### src/rtl/sar_bit_sequencer_pkg.sv
// Shared definitions for the SAR bit sequencer: FSM state encoding
// and the bit-index width helper used to size the down-counter link.
package sar_bit_sequencer_pkg;

   typedef enum logic [1:0] {
      S_IDLE    = 2'd0,
      S_CONVERT = 2'd1,
      S_DONE    = 2'd2
   } sar_state_t;

   // Width of a bit index able to address 0..nbits-1 (never below 1).
   function automatic int idx_width(input int nbits);
      return (nbits > 1) ? $clog2(nbits) : 1;
   endfunction

endpackage

### src/rtl/sar_bit_sequencer.sv
// Successive-approximation control FSM: steps an external bit-index
// down-counter, builds the trial DAC code from the comparator one bit
// per cycle and hands the final code downstream on valid/ready.
//
// Ports:
//   clk, reset           rising-edge clock, synchronous active-high reset
//   start, abort         conversion request (IDLE only) / cancel (CONVERT)
//   cmp_in               comparator, 1 = Vin >= DAC(dac_code)
//   cnt_val              down-counter value = current bit index
//   cnt_load_n           counter reset_n, 0 holds counter at cnt_from
//   cnt_from             constant NBITS-1
//   dac_code             registered trial code
//   busy                 high while converting
//   result/result_valid  final code, held until result_ready
//   fault                sticky out-of-range index flag
module sar_bit_sequencer
   import sar_bit_sequencer_pkg::*;
#(
   parameter int NBITS = 8,
   parameter int IDX_W = idx_width(NBITS)
) (
   input  logic             clk,
   input  logic             reset,
   input  logic             start,
   input  logic             abort,
   input  logic             cmp_in,
   input  logic [IDX_W-1:0] cnt_val,
   output logic             cnt_load_n,
   output logic [IDX_W-1:0] cnt_from,
   output logic [NBITS-1:0] dac_code,
   output logic             busy,
   output logic [NBITS-1:0] result,
   output logic             result_valid,
   input  logic             result_ready,
   output logic             fault
);

   localparam logic [IDX_W-1:0] LAST_IDX = IDX_W'(NBITS - 1);
   localparam logic [NBITS-1:0] MSB_CODE = NBITS'(1) << (NBITS - 1);

   sar_state_t       state;
   sar_state_t       state_nxt;
   logic [NBITS-1:0] dac_nxt;
   logic [NBITS-1:0] result_nxt;
   logic             busy_nxt;
   logic             load_n_nxt;
   logic             valid_nxt;
   logic             fault_nxt;

   logic [NBITS-1:0] trial;
   int unsigned      idx;
   logic             idx_bad;

   assign cnt_from = LAST_IDX;

   // Trial code for this cycle: bit idx takes the comparator decision,
   // the next lower bit is set for the following trial. The lower-bit
   // test is written as k+1 == idx so idx-1 is never formed at idx 0.
   always_comb begin
      idx     = 32'(cnt_val);
      idx_bad = (idx > NBITS - 1);
      trial   = dac_code;
      for (int k = 0; k < NBITS; k++) begin
         if (k == idx) begin
            trial[k] = cmp_in;
         end else if (k + 1 == idx) begin
            trial[k] = 1'b1;
         end
      end
   end

   always_comb begin
      state_nxt  = state;
      dac_nxt    = dac_code;
      result_nxt = result;
      busy_nxt   = busy;
      load_n_nxt = cnt_load_n;
      valid_nxt  = result_valid;
      fault_nxt  = fault;

      unique case (state)
         S_IDLE: begin
            load_n_nxt = 1'b0;
            if (start && !abort) begin
               state_nxt  = S_CONVERT;
               dac_nxt    = MSB_CODE;
               load_n_nxt = 1'b1;
               busy_nxt   = 1'b1;
               fault_nxt  = 1'b0;
            end
         end

         S_CONVERT: begin
            // An impossible index is handled exactly like an abort,
            // and either one wins over completing on index 0.
            if (abort || idx_bad) begin
               state_nxt  = S_IDLE;
               dac_nxt    = '0;
               busy_nxt   = 1'b0;
               load_n_nxt = 1'b0;
               if (idx_bad) begin
                  fault_nxt = 1'b1;
               end
            end else if (idx == 0) begin
               state_nxt  = S_DONE;
               dac_nxt    = trial;
               result_nxt = trial;
               valid_nxt  = 1'b1;
               busy_nxt   = 1'b0;
               load_n_nxt = 1'b0;
            end else begin
               dac_nxt = trial;
            end
         end

         S_DONE: begin
            if (result_valid && result_ready) begin
               state_nxt = S_IDLE;
               valid_nxt = 1'b0;
            end
         end

         default: begin
            state_nxt  = S_IDLE;
            dac_nxt    = '0;
            busy_nxt   = 1'b0;
            load_n_nxt = 1'b0;
            valid_nxt  = 1'b0;
         end
      endcase
   end

   always_ff @(posedge clk) begin
      if (reset) begin
         state        <= S_IDLE;
         dac_code     <= '0;
         result       <= '0;
         busy         <= 1'b0;
         cnt_load_n   <= 1'b0;
         result_valid <= 1'b0;
         fault        <= 1'b0;
      end else begin
         state        <= state_nxt;
         dac_code     <= dac_nxt;
         result       <= result_nxt;
         busy         <= busy_nxt;
         cnt_load_n   <= load_n_nxt;
         result_valid <= valid_nxt;
         fault        <= fault_nxt;
      end
   end

endmodule

### config.mk
export PLATFORM = sky130hd
export DESIGN_NAME = sar_bit_sequencer
export DESIGN_NICKNAME = d
export VERILOG_FILES = /design/src/rtl/sar_bit_sequencer_pkg.sv /design/src/rtl/sar_bit_sequencer.sv
export SDC_FILE = /design/constraint.sdc
export NUM_CORES = 1
export LEC_CHECK = 0
export ABC_CLOCK_PERIOD_IN_PS = 1890
export BUFFER_PORTS_ARGS = -buffer_cell sky130_fd_sc_hd__buf_2
export CAP_MARGIN = 20
export CORE_ASPECT_RATIO = 0.7
export CORE_MARGIN = 3
export CORE_UTILIZATION = 25
export CTS_CLUSTER_DIAMETER = 100
export DETAILED_ROUTE_END_ITERATION = 16
export SYNTH_ARGS = -nofsm -noshare
export SYNTH_HDL_FRONTEND = slang
export SYNTH_SLANG_ARGS = --single-unit
### constraint.sdc
create_clock -name clk -period 1.89 [get_ports clk]
set_input_delay 0.189 -clock clk [delete_from_list [all_inputs] [get_ports clk]]
set_output_delay 0.189 -clock clk [all_outputs]
set_load 0.05 [all_outputs]
# ---- After elaboration in Yosys (flattened, before gate mapping)
# Index checks and enable logic that the tools add are counted.
dict set report totals {
  register_bits 21
  input_bits 9
  out_inout_bits 23
  elab_cells 68
}
dict set report classes {
  eq_ne 14
  mux 33
  bitwise_logic 3
  reduce_logical 12
}
# cell n
set op_table {}
lappend op_table {{$logic_not 32->1} 1}
lappend op_table {{$pmux 8 s3} 1}
lappend op_table {{$mux 1} 22}
lappend op_table {{$mux 8} 2}
lappend op_table {{$eq 3x3->1 const A} 4}
lappend op_table {{$pmux 1 s3} 3}
lappend op_table {{$reduce_and 3->1} 3}
lappend op_table {{$mux 2} 4}
lappend op_table {{$ne 2x2->1 const B} 4}
lappend op_table {{$eq 2x3->1 const A} 2}
lappend op_table {{$pmux 2 s3} 1}
lappend op_table {{$reduce_and 2->1} 2}
lappend op_table {{$reduce_and 4->1} 1}
lappend op_table {{$eq 1x3->1 const A} 1}
lappend op_table {{$logic_not 3->1} 1}
lappend op_table {{$ne 3x3->1 const B} 1}
lappend op_table {{$not 1->1} 3}
lappend op_table {{$eq 2x1->1 const B} 1}
lappend op_table {{$eq 2x2->1 const B} 1}
lappend op_table {{$logic_and 1x1->1} 2}
lappend op_table {{$logic_not 2->1} 1}
lappend op_table {{$logic_not 1->1} 1}

# ---- Logic depth before layout (Yosys ltp)
dict set report depth {
  word_depth 5
  ltp_mapped 4
  ltp_nobuf 3
}

# ---- Least setup slack after synthesis
# Ideal clock, no wire load.
dict set report synth_timing {
  path_kind {reg2reg}
  start {register state[1]}
  end {register dac_code[1]}
  t_arrival_ps 1225
  setup_slack_ps 585
  path_stages_with_launch 5
  n_path_buf 1
  period_less_slack_ps 1305
  path_cell_list {dfxtp_1 or3b_1 buf_6 a31o_1 a211oi_2}
}
dict set report synth_between {
  elab_chain_len 3
  word_cells_on_any_way 7
  cone_classes {3 x eq/ne; 1 x mux; 1 x bitwise; 2 x reduce/logical}
}
# item line_no
set synth_rtl {}
lappend synth_rtl {{start, declared} sar_bit_sequencer.sv:41} ;# sar_state_t state;
lappend synth_rtl {{start signal, assigned} sar_bit_sequencer.sv:143} ;# state <= state_nxt;
lappend synth_rtl {{$logic_not 2->1 / $eq 2x2->1 (equally long branches)} sar_bit_sequencer.sv:81} ;# unique case (state)
lappend synth_rtl {{$ne 2x2->1 (no source line) / $not 1->1 (equally long branches)} n/a}
lappend synth_rtl {{$reduce_and 2->1 (no source line)} n/a}
lappend synth_rtl {{end signal, assigned} sar_bit_sequencer.sv:144} ;# dac_code <= dac_nxt;
lappend synth_rtl {{end, declared} sar_bit_sequencer.sv:30} ;# output logic [NBITS-1:0] dac_code,
# Several ways; a longest one is shown, not always the timed one.
# A chain may end at the register's enable or synchronous reset.

# ---- Worst setup path in the final report
dict set report layout_timing {
  start {register state[1]}
  end {register result[2]}
}
dict set report layout_between {
  elab_chain_len 2
}
# item line_no
set layout_rtl {}
lappend layout_rtl {{$eq 2x1->1} sar_bit_sequencer.sv:81}
lappend layout_rtl {{$reduce_and 3->1 (no source line)} n/a}
lappend layout_rtl {{end signal, assigned} sar_bit_sequencer.sv:145} ;# result <= result_nxt;
lappend layout_rtl {{end, declared} sar_bit_sequencer.sv:32} ;# output logic [NBITS-1:0] result,
# Every way passes these cells.

==> run metrics <==
minimum clock period 1.487 ns; Yosys cell types 37; CTS tree built; Critical Path End Type register; clock sink total 21; post-synthesis compound-gate area fraction 27.51%; outcome finished clean; RSZ-0062 raised after global routing no; fraction of layout cells with a size suffix above 1 26.53%; total gr overflow 0; worst slew pin tran 0.4898 ns; #FFs+latches synth 21; Syn Area/Cell 8.768 um2; pin count of the biggest net entering global routing 17; setup bufs post-CTS 0; total track usage 11.02%; clock buffer depth 2; dpl hpwl 2.118 mm; Maximum Capacitance Violations 0; # IOs 32; routed len/inst 14.28 um; Synth Area in Adders 0%; Max-slew headroom 66.89%; FMAX 672.4 MHz; die area 0.005228 mm2; Final Instance Area 0.001286 mm2; Leak 0.5003 nW; placed instance area 0.001240 mm2; Routability Congestion 0.7628; Synth Area in Simple Gates 24.20%; TritonCTS buffer count 3; worst hold slack 0.2083 ns; PD cells 693.3 mW/mm2; ANT cells 0; clk slew on worst S/H paths 0.08 ns; PostCTS Resize Cnt 0; DRT iter0 DRCs 78; xor and xnor area share after synthesis 0%; CP Launch Type register; H-Tree Depth 1; DR vias/cell 5.005; vias in the first global route 880; post-synthesis cell area 0.001096 mm2; main combinational cell family by area after synthesis compound AO/OA/AOI/OAI gates; # rows 19; # hold bufs at CTS 0; worst setup margin 0.4027 ns; Area Growth Syn to Fin 17.35%; Hold Crit Class input port to register; Final ANT Viol Nets 0; Req. time, crit path 2.09 ns; WL final 2.841 mm; worst-skew pair later-pin latency 0.26 ns; Placeable Area 0.004065 mm2; initial antenna violation count 0; post-route setup TNS 0 ns; Tcrit/Tclk final 78.69%; Place WS 0.4464 ns; Filler cells 442; Synth warnings 0; Worst VDD drop 0.0003045 V; asr flop ratio synth 0%; largest fanout on the critical path 8; DRC 0; Final setup viols 0; Starting Density 26.96%; mux contribution to synthesized area 0%; Die Span Y 61.40 um; kind of critical path register to register; register area share after synthesis 38.36%; number of synthesized flops with an enable pin 0; # nets final 157; Syn Inst Count 125; port buffer count 27; Clock Tree Root clkbuf_8; global-route wire length before repair 4.491 mm; Setup Skew 0.001453 ns; Die X 85.14 um; final max-slew violation count 0; CP arrival 1.68 ns; TritonRoute pass-1 iters 4; vias 996; ys flop type dfxtp_1; Fin. Hold Viols 0
-- metrics by stage --
stage / power [mW] / cells / utilization [%]
after global placement: 0.6069 / 195 / 30.50
final: 0.8918 / 199 / 31.64
after global routing: 0.9364 / 199 / 31.64
after floorplan: 0.5813 / 127 / -
after CTS: 0.9065 / 199 / 31.64
after detailed placement: 0.6062 / 195 / 30.50
-- final timing paths --
kind / slack (ns) / to / depth (start not counted) / start
hold reg to reg: 0.48 / result[2] / 2 / result[2]
setup / recovery: 0.40 / result[2] / 4 / state[1]
setup reg to reg: 0.40 / result[2] / 4 / state[1]
hold / removal: 0.21 / dac_code[6] / 2 / reset
-- power by group --
part	internal [mW]	total (mW)	switching, mW
logic	0.0388	0.142	0.103
clock network	0.147	0.294	0.147
registers	0.450	0.456	0.00622
-- Yosys cell counts, drive strengths merged (2+ instances only) --
library cell	instances	area, um2
a211oi	4	40.03
a21o	4	30.03
a21oi	14	70.07
a31o	2	17.52
a31oi	2	12.51
a41oi	2	17.52
buf	9	71.32
clkbuf	6	22.52
conb	2	7.510
dfxtp	21	420.4
inv	2	7.510
nand2	4	15.01
nand2b	2	12.51
nand3	7	35.03
nand3b	5	37.54
nor2	6	22.52
nor2b	3	18.77
o2111ai	2	17.52
o211ai	3	22.52
o21ai	8	40.04
or3b	2	17.52
or4b	2	20.02
-- critical path, stage by stage, from the launching register on --
cell and delay (ns):
dfxtp_1 0.38, nor3b_2 0.46, buf_4 0.23, o2111ai_1 0.18, a21oi_1 0.17
-- per-layer routing --
metal  part of all wire [%]  wire length [um]  track usage (%)
met4                      0                 0            1.354
met3                    5.6               159            3.075
met5                      0                 0                0
met1                     55              1556            17.20
met2                     40              1126            15.15
-- state kept, by name, summed over array words and instances (netlist names) --
| signal | count |
|---|---|
| result_valid | 1 |
| dac_code | 8 |
| state | 2 |
| busy | 1 |
| cnt_load_n | 1 |
| result | 8 |
-- area by class of cell --
| type | count | area [um2] | share of cell area, % |
|---|---|---|---|
| Multi-Input combinational cell | 89 | 581.8 | 45.23 |
| Sequential cell | 21 | 420.4 | 32.68 |
| Timing Repair Buffer | 31 | 165.2 | 12.84 |
| Tap cell | 52 | 65.06 | 5.058 |
| Clock buffer | 3 | 41.29 | 3.210 |
| Inverter | 2 | 7.507 | 0.5837 |
| Clock inverter | 1 | 5.005 | 0.3891 |
-- cells by family after synthesis --
family                 Yosys count
AO/OA/AOI/OAI                   45
buffers and inverters           17
flip-flops                      21
other                            2
AND/OR/NAND/NOR                 40
-- layout by cell type, fill, tap and decap left out, drive strengths merged, types with 2 or more instances in the layout --
cell / instances
a211oi: 4
nand3: 7
or3b: 2
nor2b: 3
a41oi: 2
o21ai: 8
nand3b: 5
clkbuf: 3
a21oi: 14
or4b: 2
o2111ai: 2
conb: 4
nand2b: 2
dfxtp: 21
a31oi: 2
nand2: 4
a31o: 2
buf: 31
inv: 2
nor2: 6
o211ai: 3
a21o: 4
(Power assumes the default switching activity.)
